### config.mk
export PLATFORM = sky130hd
export DESIGN_NAME = i2s_record_writer
export DESIGN_NICKNAME = d
export VERILOG_FILES = /design/src/rtl/i2s_record_writer.sv
export SDC_FILE = /design/constraint.sdc
export NUM_CORES = 1
export LEC_CHECK = 0
export BUFFER_PORTS_ARGS = -buffer_cell sky130_fd_sc_hd__buf_2
export CORE_ASPECT_RATIO = 1.2
export CORE_MARGIN = 2
export CORE_UTILIZATION = 45
export DETAILED_ROUTE_END_ITERATION = 10
export PLACE_DENSITY = 0.71
export SLEW_MARGIN = 20
export SYNTH_ARGS = -nofsm -noshare
export SYNTH_HDL_FRONTEND = slang
export SYNTH_SLANG_ARGS = --single-unit
### constraint.sdc
create_clock -name Clk -period 7.2 [get_ports Clk]
set_clock_uncertainty 0.15 [all_clocks]
set_input_delay 0.72 -clock Clk [delete_from_list [all_inputs] [get_ports Clk]]
set_output_delay 0.72 -clock Clk [all_outputs]
set_load 0.05 [all_outputs]
### src/rtl/i2s_record_writer.sv
// I2S capture path: deserialises left/right PCM slots, buffers them in a small FIFO,
// and writes each sample to SDRAM at sequential word addresses via a command/finished handshake.
module i2s_record_writer #(
  parameter int SAMPLE_W   = 16,
  parameter int FIFO_DEPTH = 8,
  parameter int ADDR_W     = 25,
  parameter int BASE_ADDR  = 0,
  parameter int MEM_WORDS  = 2**22
) (
  input  logic                Clk,
  input  logic                Reset,
  input  logic                Record,
  input  logic                BClk,
  input  logic                LRClk,
  input  logic                I2SIn,
  output logic                write_command,
  output logic [ADDR_W-1:0]   write_address,
  output logic [SAMPLE_W-1:0] write_data,
  input  logic                write_finished,
  output logic                Busy,
  output logic                Overflow,
  output logic                MemFull,
  output logic                state_dbg_o
);
  localparam int PW = $clog2(FIFO_DEPTH);
  localparam logic [ADDR_W-1:0] BASE     = ADDR_W'(BASE_ADDR);
  localparam logic [ADDR_W-1:0] LAST     = ADDR_W'(BASE_ADDR + MEM_WORDS - 1);
  localparam logic [4:0]        LAST_BIT = 5'(SAMPLE_W);
  localparam logic [PW:0]       DEPTH    = (PW+1)'(FIFO_DEPTH);

  typedef enum logic {S_IDLE = 1'b0, S_REQ = 1'b1} state_e;

  // Handshake: write_command rises with address/data already valid, all three stay stable
  // until the one-cycle write_finished pulse; command then drops for at least one cycle.
  logic [1:0]          bclk_sync_q, lr_sync_q, din_sync_q;
  logic                bclk_prev_q;
  logic                lr_prev_q, lr_prev_d;
  logic [4:0]          bitcnt_q, bitcnt_d;
  logic [SAMPLE_W-1:0] shift_q, shift_d;
  logic                armed_q, armed_d;
  logic                record_prev_q;
  logic [SAMPLE_W-1:0] fifo_mem [FIFO_DEPTH];
  logic [PW-1:0]       wr_ptr_q, rd_ptr_q;
  logic [PW:0]         count_q;
  state_e              state_q;
  logic                cmd_q, overflow_q, memfull_q;
  logic [ADDR_W-1:0]   addr_q;
  logic [SAMPLE_W-1:0] data_q;

  logic                strobe, lr_s, din_s, push, push_ok, pop, flush, fifo_full, busy, rec_rise;
  logic [SAMPLE_W-1:0] push_data;

  assign strobe    = bclk_sync_q[1] & ~bclk_prev_q;
  assign lr_s      = lr_sync_q[1];
  assign din_s     = din_sync_q[1];
  assign push_data = {shift_q[SAMPLE_W-2:0], din_s};
  assign pop       = (state_q == S_REQ) && write_finished;
  assign flush     = pop && (addr_q == LAST);
  assign fifo_full = (count_q == DEPTH);
  assign push_ok   = push && (!fifo_full || pop) && !flush;
  assign busy      = (count_q != '0) || (state_q == S_REQ);
  assign rec_rise  = Record && !record_prev_q;

  // Slot framing: bitcnt 0 is the strobe where LRClk changed, MSB arrives at bitcnt 1.
  always_comb begin
    lr_prev_d = lr_prev_q;
    bitcnt_d  = bitcnt_q;
    shift_d   = shift_q;
    armed_d   = armed_q;
    push      = 1'b0;
    if (strobe) begin
      lr_prev_d = lr_s;
      if (lr_s != lr_prev_q) begin
        bitcnt_d = 5'd0;
        if (!Record)
          armed_d = 1'b0;
        else if (lr_prev_q && !lr_s && !memfull_q)
          armed_d = 1'b1;
      end else begin
        if (bitcnt_q != 5'd31)
          bitcnt_d = bitcnt_q + 5'd1;
        if (bitcnt_d != 5'd0 && bitcnt_d <= LAST_BIT)
          shift_d = push_data;
        // Record must still be high, so a slot cut short by Record falling is discarded.
        if (bitcnt_d == LAST_BIT && bitcnt_q != LAST_BIT)
          push = armed_q && Record && !memfull_q;
      end
    end
    if (flush)
      armed_d = 1'b0;
  end

  always_ff @(posedge Clk) begin
    if (push_ok)
      fifo_mem[wr_ptr_q] <= push_data;
  end

  always_ff @(posedge Clk or posedge Reset) begin
    if (Reset) begin
      bclk_sync_q   <= '0;
      lr_sync_q     <= '0;
      din_sync_q    <= '0;
      bclk_prev_q   <= 1'b0;
      lr_prev_q     <= 1'b0;
      bitcnt_q      <= '0;
      shift_q       <= '0;
      armed_q       <= 1'b0;
      record_prev_q <= 1'b0;
      wr_ptr_q      <= '0;
      rd_ptr_q      <= '0;
      count_q       <= '0;
      state_q       <= S_IDLE;
      cmd_q         <= 1'b0;
      addr_q        <= BASE;
      data_q        <= '0;
      overflow_q    <= 1'b0;
      memfull_q     <= 1'b0;
    end else begin
      bclk_sync_q   <= {bclk_sync_q[0], BClk};
      lr_sync_q     <= {lr_sync_q[0], LRClk};
      din_sync_q    <= {din_sync_q[0], I2SIn};
      bclk_prev_q   <= bclk_sync_q[1];
      lr_prev_q     <= lr_prev_d;
      bitcnt_q      <= bitcnt_d;
      shift_q       <= shift_d;
      armed_q       <= armed_d;
      record_prev_q <= Record;

      if (flush) begin
        wr_ptr_q <= '0;
        rd_ptr_q <= '0;
        count_q  <= '0;
      end else begin
        if (push_ok)
          wr_ptr_q <= wr_ptr_q + PW'(1);
        if (pop)
          rd_ptr_q <= rd_ptr_q + PW'(1);
        count_q <= count_q + (PW+1)'(push_ok) - (PW+1)'(pop);
      end
      if (push && fifo_full && !pop)
        overflow_q <= 1'b1;

      case (state_q)
        S_IDLE: begin
          if (count_q != '0 && !memfull_q) begin
            state_q <= S_REQ;
            cmd_q   <= 1'b1;
            data_q  <= fifo_mem[rd_ptr_q];
          end
        end
        S_REQ: begin
          if (write_finished) begin
            state_q <= S_IDLE;
            cmd_q   <= 1'b0;
            if (addr_q == LAST)
              memfull_q <= 1'b1;
            else
              addr_q <= addr_q + ADDR_W'(1);
          end
        end
        default: state_q <= S_IDLE;
      endcase

      // A new take only restarts when nothing from the previous one is still draining.
      if (rec_rise && !busy) begin
        addr_q     <= BASE;
        overflow_q <= 1'b0;
        memfull_q  <= 1'b0;
      end
    end
  end

  assign write_command = cmd_q;
  assign write_address = addr_q;
  assign write_data    = data_q;
  assign Busy          = busy;
  assign Overflow      = overflow_q;
  assign MemFull       = memfull_q;
  assign state_dbg_o   = state_q;

endmodule
==> results.cfg <==
[status]
status = finished, final reports clean

[global_routing]
antenna_found_initial = 0
gr-usage-all-layers = 0.171
grt_pass1_wl_mm = 27.9
grt_max_degree = 64
first_global_vias = 5207
overflow = 0

[route]
viasPerCell = 5.44
wl_met1_mm = 7.22
ant_nets = 0
routed_wl_mm = 17.4
route.detailed.drc = 0
route.vias.total = 4884
dr_wl_met2_mm = 9.03
routed.top_layer = met4
wl_per_cell_um = 19.4
drt_iter0_markers = 285
dr.pass1.iters = 4
route.met3.wl_um = 830

[synthesis]
synthMuxAreaShare = 0.126
yosysSeqAreaShare = 0.677
post_synth.cell_area_avg_um2 = 15.9
synthAdderAreaFrac = 0.0207
ys_ff_latch = 213
synth_top_flop_cell = edfxtp_1
synthXorXnorAreaFrac = 0.0189
synth_edf_count = 128
synth_top_family_by_area = multiplexers
yosysUniqueCellTypes = 58
synth_compound_area_frac = 0.0504
syn_area_mm2 = 0.00882
syn_nets = 576
yosys.area_share.simple = 0.0885
synthCells = 555
yosysWarnings = 0
synthArstFlopShare = 0.399

[power]
peakVddDrop_mv = 0.309
p_leak_nw = 3.93
p_per_area_mw_per_mm2 = 366

[timing]
setup_viol = 0
drv_slew = 0
hold_slack_ns = 0.0682
finalHoldViolations = 0
rsz0062_at_grt = no
relSlewSlack = 0.269
period_share = 0.474
period_minus_slack_ns = 3.41
max_freq_mhz = 293
worst_pin_slew_ns = 1.09
fin_setup_tns_ns = 0

[placed_design]
routabilityCongestion = 0.807
hpwl_mm = 10.6
port_buffers = 52
dpl-instance-area_mm2 = 0.00939

[cts]
ctsHtreeMaxLevel = 1
clk_latency_ns = 0.50
numCtsBuffers = 23
cts_hold_buf = 0
tritoncts = built
post_cts_resized = 0
clock_sinks = 213
cts_root_buffer = clkbuf_16
cts_setup_buffers = 0
clkTransAtPathRegs_ns = 0.06
clockBufferDepth = 3

[floorplanning]
die_x_um = 132
pin_count = 53
rows = 56
dieArea_mm2 = 0.0207
core_region_area_mm2 = 0.0194
chipHeight_um = 157
start_util = 0.454

[setup_path]
path_class = reg2reg
endpoint_kind = flip-flop
r2r_end = count_q[2]
critPathLaunchType = flip-flop
cp_data_required_time_ns = 7.43
crit_start = bitcnt_q[0]
cp_max_fo = 6
arrival_ns = 3.64
r2r_start = bitcnt_q[0]
regToRegSetupSlack_ns = 3.79
reg2reg_depth = 14

[final_layout]
nFillCells = 1619
areaGrowthSynthToFinish_pct = 14.8
layout-drive-gt1-share = 0.270
final_nets = 642
stdcell_area_mm2 = 0.0101
diodes = 0
fin_util = 0.521
multi_input_area_mm2 = 0.00270
seqCellArea_mm2 = 0.00597

[run]
cap_violations = 0

[hold_path]
hold_class = in2async
-- metal layers --
| layer | track usage | vias up |
|---|---|---|
| met1 | 0.210 | 2475 |
| met4 | 0.0424 | 0 |
| li1 | - | 2242 |
| met2 | 0.315 | 136 |
| met5 | 0 | - |
| met3 | 0.0316 | 31 |
-- flip-flops by register name, summed over array words and instances (netlist names), 3 cells and up --
name and flops:
write_address 25, fifo_mem 128, wr_ptr_q 3, rd_ptr_q 3, bitcnt_q 5, count_q 4
shift_q 15, write_data 16
-- synthesized netlist by cell type (all sizes together) (6+ instances only) --
library cell	count	area (um2)
buf	10	63.8
inv	15	56.3
nand3	13	65.1
xnor2	15	131
clkbuf	11	41.3
dfrtp	85	2130
ha	13	163
nor3	6	35.0
nor2	32	123
nand2	51	191
a21oi	8	40.0
mux2i	21	210
mux2	16	180
mux4	32	721
edfxtp	128	3840
o21ai	24	143
nand4	10	90.1
-- worst max-delay path, cell delays in order (launching register included) --
cell and delay (ns):
dfrtp_1 0.39, ha_1 0.28, nand4_1 0.15, nand2_1 0.07, nor4_1 0.24, ha_1 0.19
nand4b_1 0.18, a2111oi_4 0.40, nand2_1 0.10, ha_1 0.29, inv_1 0.04, ha_1 0.20
fa_1 0.38, xnor2_1 0.17, nor2_1 0.05
-- placed cells by master, fill, tap and decap left out, types with 3 or more instances in the layout --
| cell | n |
|---|---|
| a21oi_1 | 8 |
| buf_2 | 52 |
| and3_1 | 4 |
| mux4_2 | 32 |
| mux2_2 | 16 |
| clkbuf_1 | 3 |
| o211ai_1 | 5 |
| edfxtp_1 | 128 |
| clkinv_1 | 4 |
| a211oi_1 | 5 |
| clkinv_2 | 4 |
| clkinvlp_4 | 3 |
| buf_4 | 10 |
| a2111oi_2 | 3 |
| and4_1 | 4 |
| dfrtp_2 | 3 |
| nor3_1 | 3 |
| or4_1 | 3 |
| mux2i_1 | 21 |
| clkbuf_16 | 23 |
| nor3_2 | 3 |
| o21ai_0 | 22 |
| o31ai_1 | 3 |
| ha_1 | 13 |
| inv_1 | 13 |
| nand2b_1 | 3 |
| nand4_1 | 7 |
| xor2_1 | 4 |
| nand2_1 | 51 |
| nor2_1 | 30 |
| nand3_1 | 13 |
| xnor2_1 | 15 |
| and2_1 | 3 |
| dfrtp_1 | 82 |
-- power breakdown --
group | switching (W) | leakage (nW) | total [W] | internal, W
Clock | 0.000456 | 0.348 | 0.00113 | 0.000675
Combinational | 0.000564 | 1.31 | 0.000905 | 0.000341
Sequential | 0.000198 | 2.27 | 0.00167 | 0.00147
Total | 0.00122 | 3.93 | 0.00371 | 0.00249
-- cells by family after synthesis --
group                      Yosys count
AOI/OAI and AO/OA                   60
xor gates and xnor gates            19
adders and majority gates           14
buffers and inverters               36
DFF                                213
muxes                               69
and+or+nand+nor                    144
-- worst max path at each step --
stage                endpoint  slack [ns]  cells after the start
2_1_floorplan  fifo_mem[1][0]        3.47                     10
4_1_cts            count_q[2]        3.76                     14
6_report           count_q[2]        3.79                     14
3_5_place_dp       count_q[2]        3.77                     14
3_3_place_gp       count_q[2]        3.87                     14
5_1_grt            count_q[3]        3.49                     15
-- area by class of cell --
class,count,area share
inverter,15,0.00569
multi-input combinational,306,0.267
clock inverter,12,0.0111
sequential,213,0.590
tap,261,0.0323
clock buffer,28,0.0607
timing repair buffer,62,0.0331
-- per-stage QoR --
stage / setup slack, ns / total power, W / instances
5_1_grt: 3.49 / 0.00390 / 897
2_1_floorplan: 3.47 / 0.00236 / 555
3_3_place_gp: 3.87 / 0.00258 / 857
4_1_cts: 3.76 / 0.00376 / 897
3_5_place_dp: 3.77 / 0.00262 / 857
6_report: 3.79 / 0.00371 / 897
Note: power is estimated with default switching activity, not from simulation.
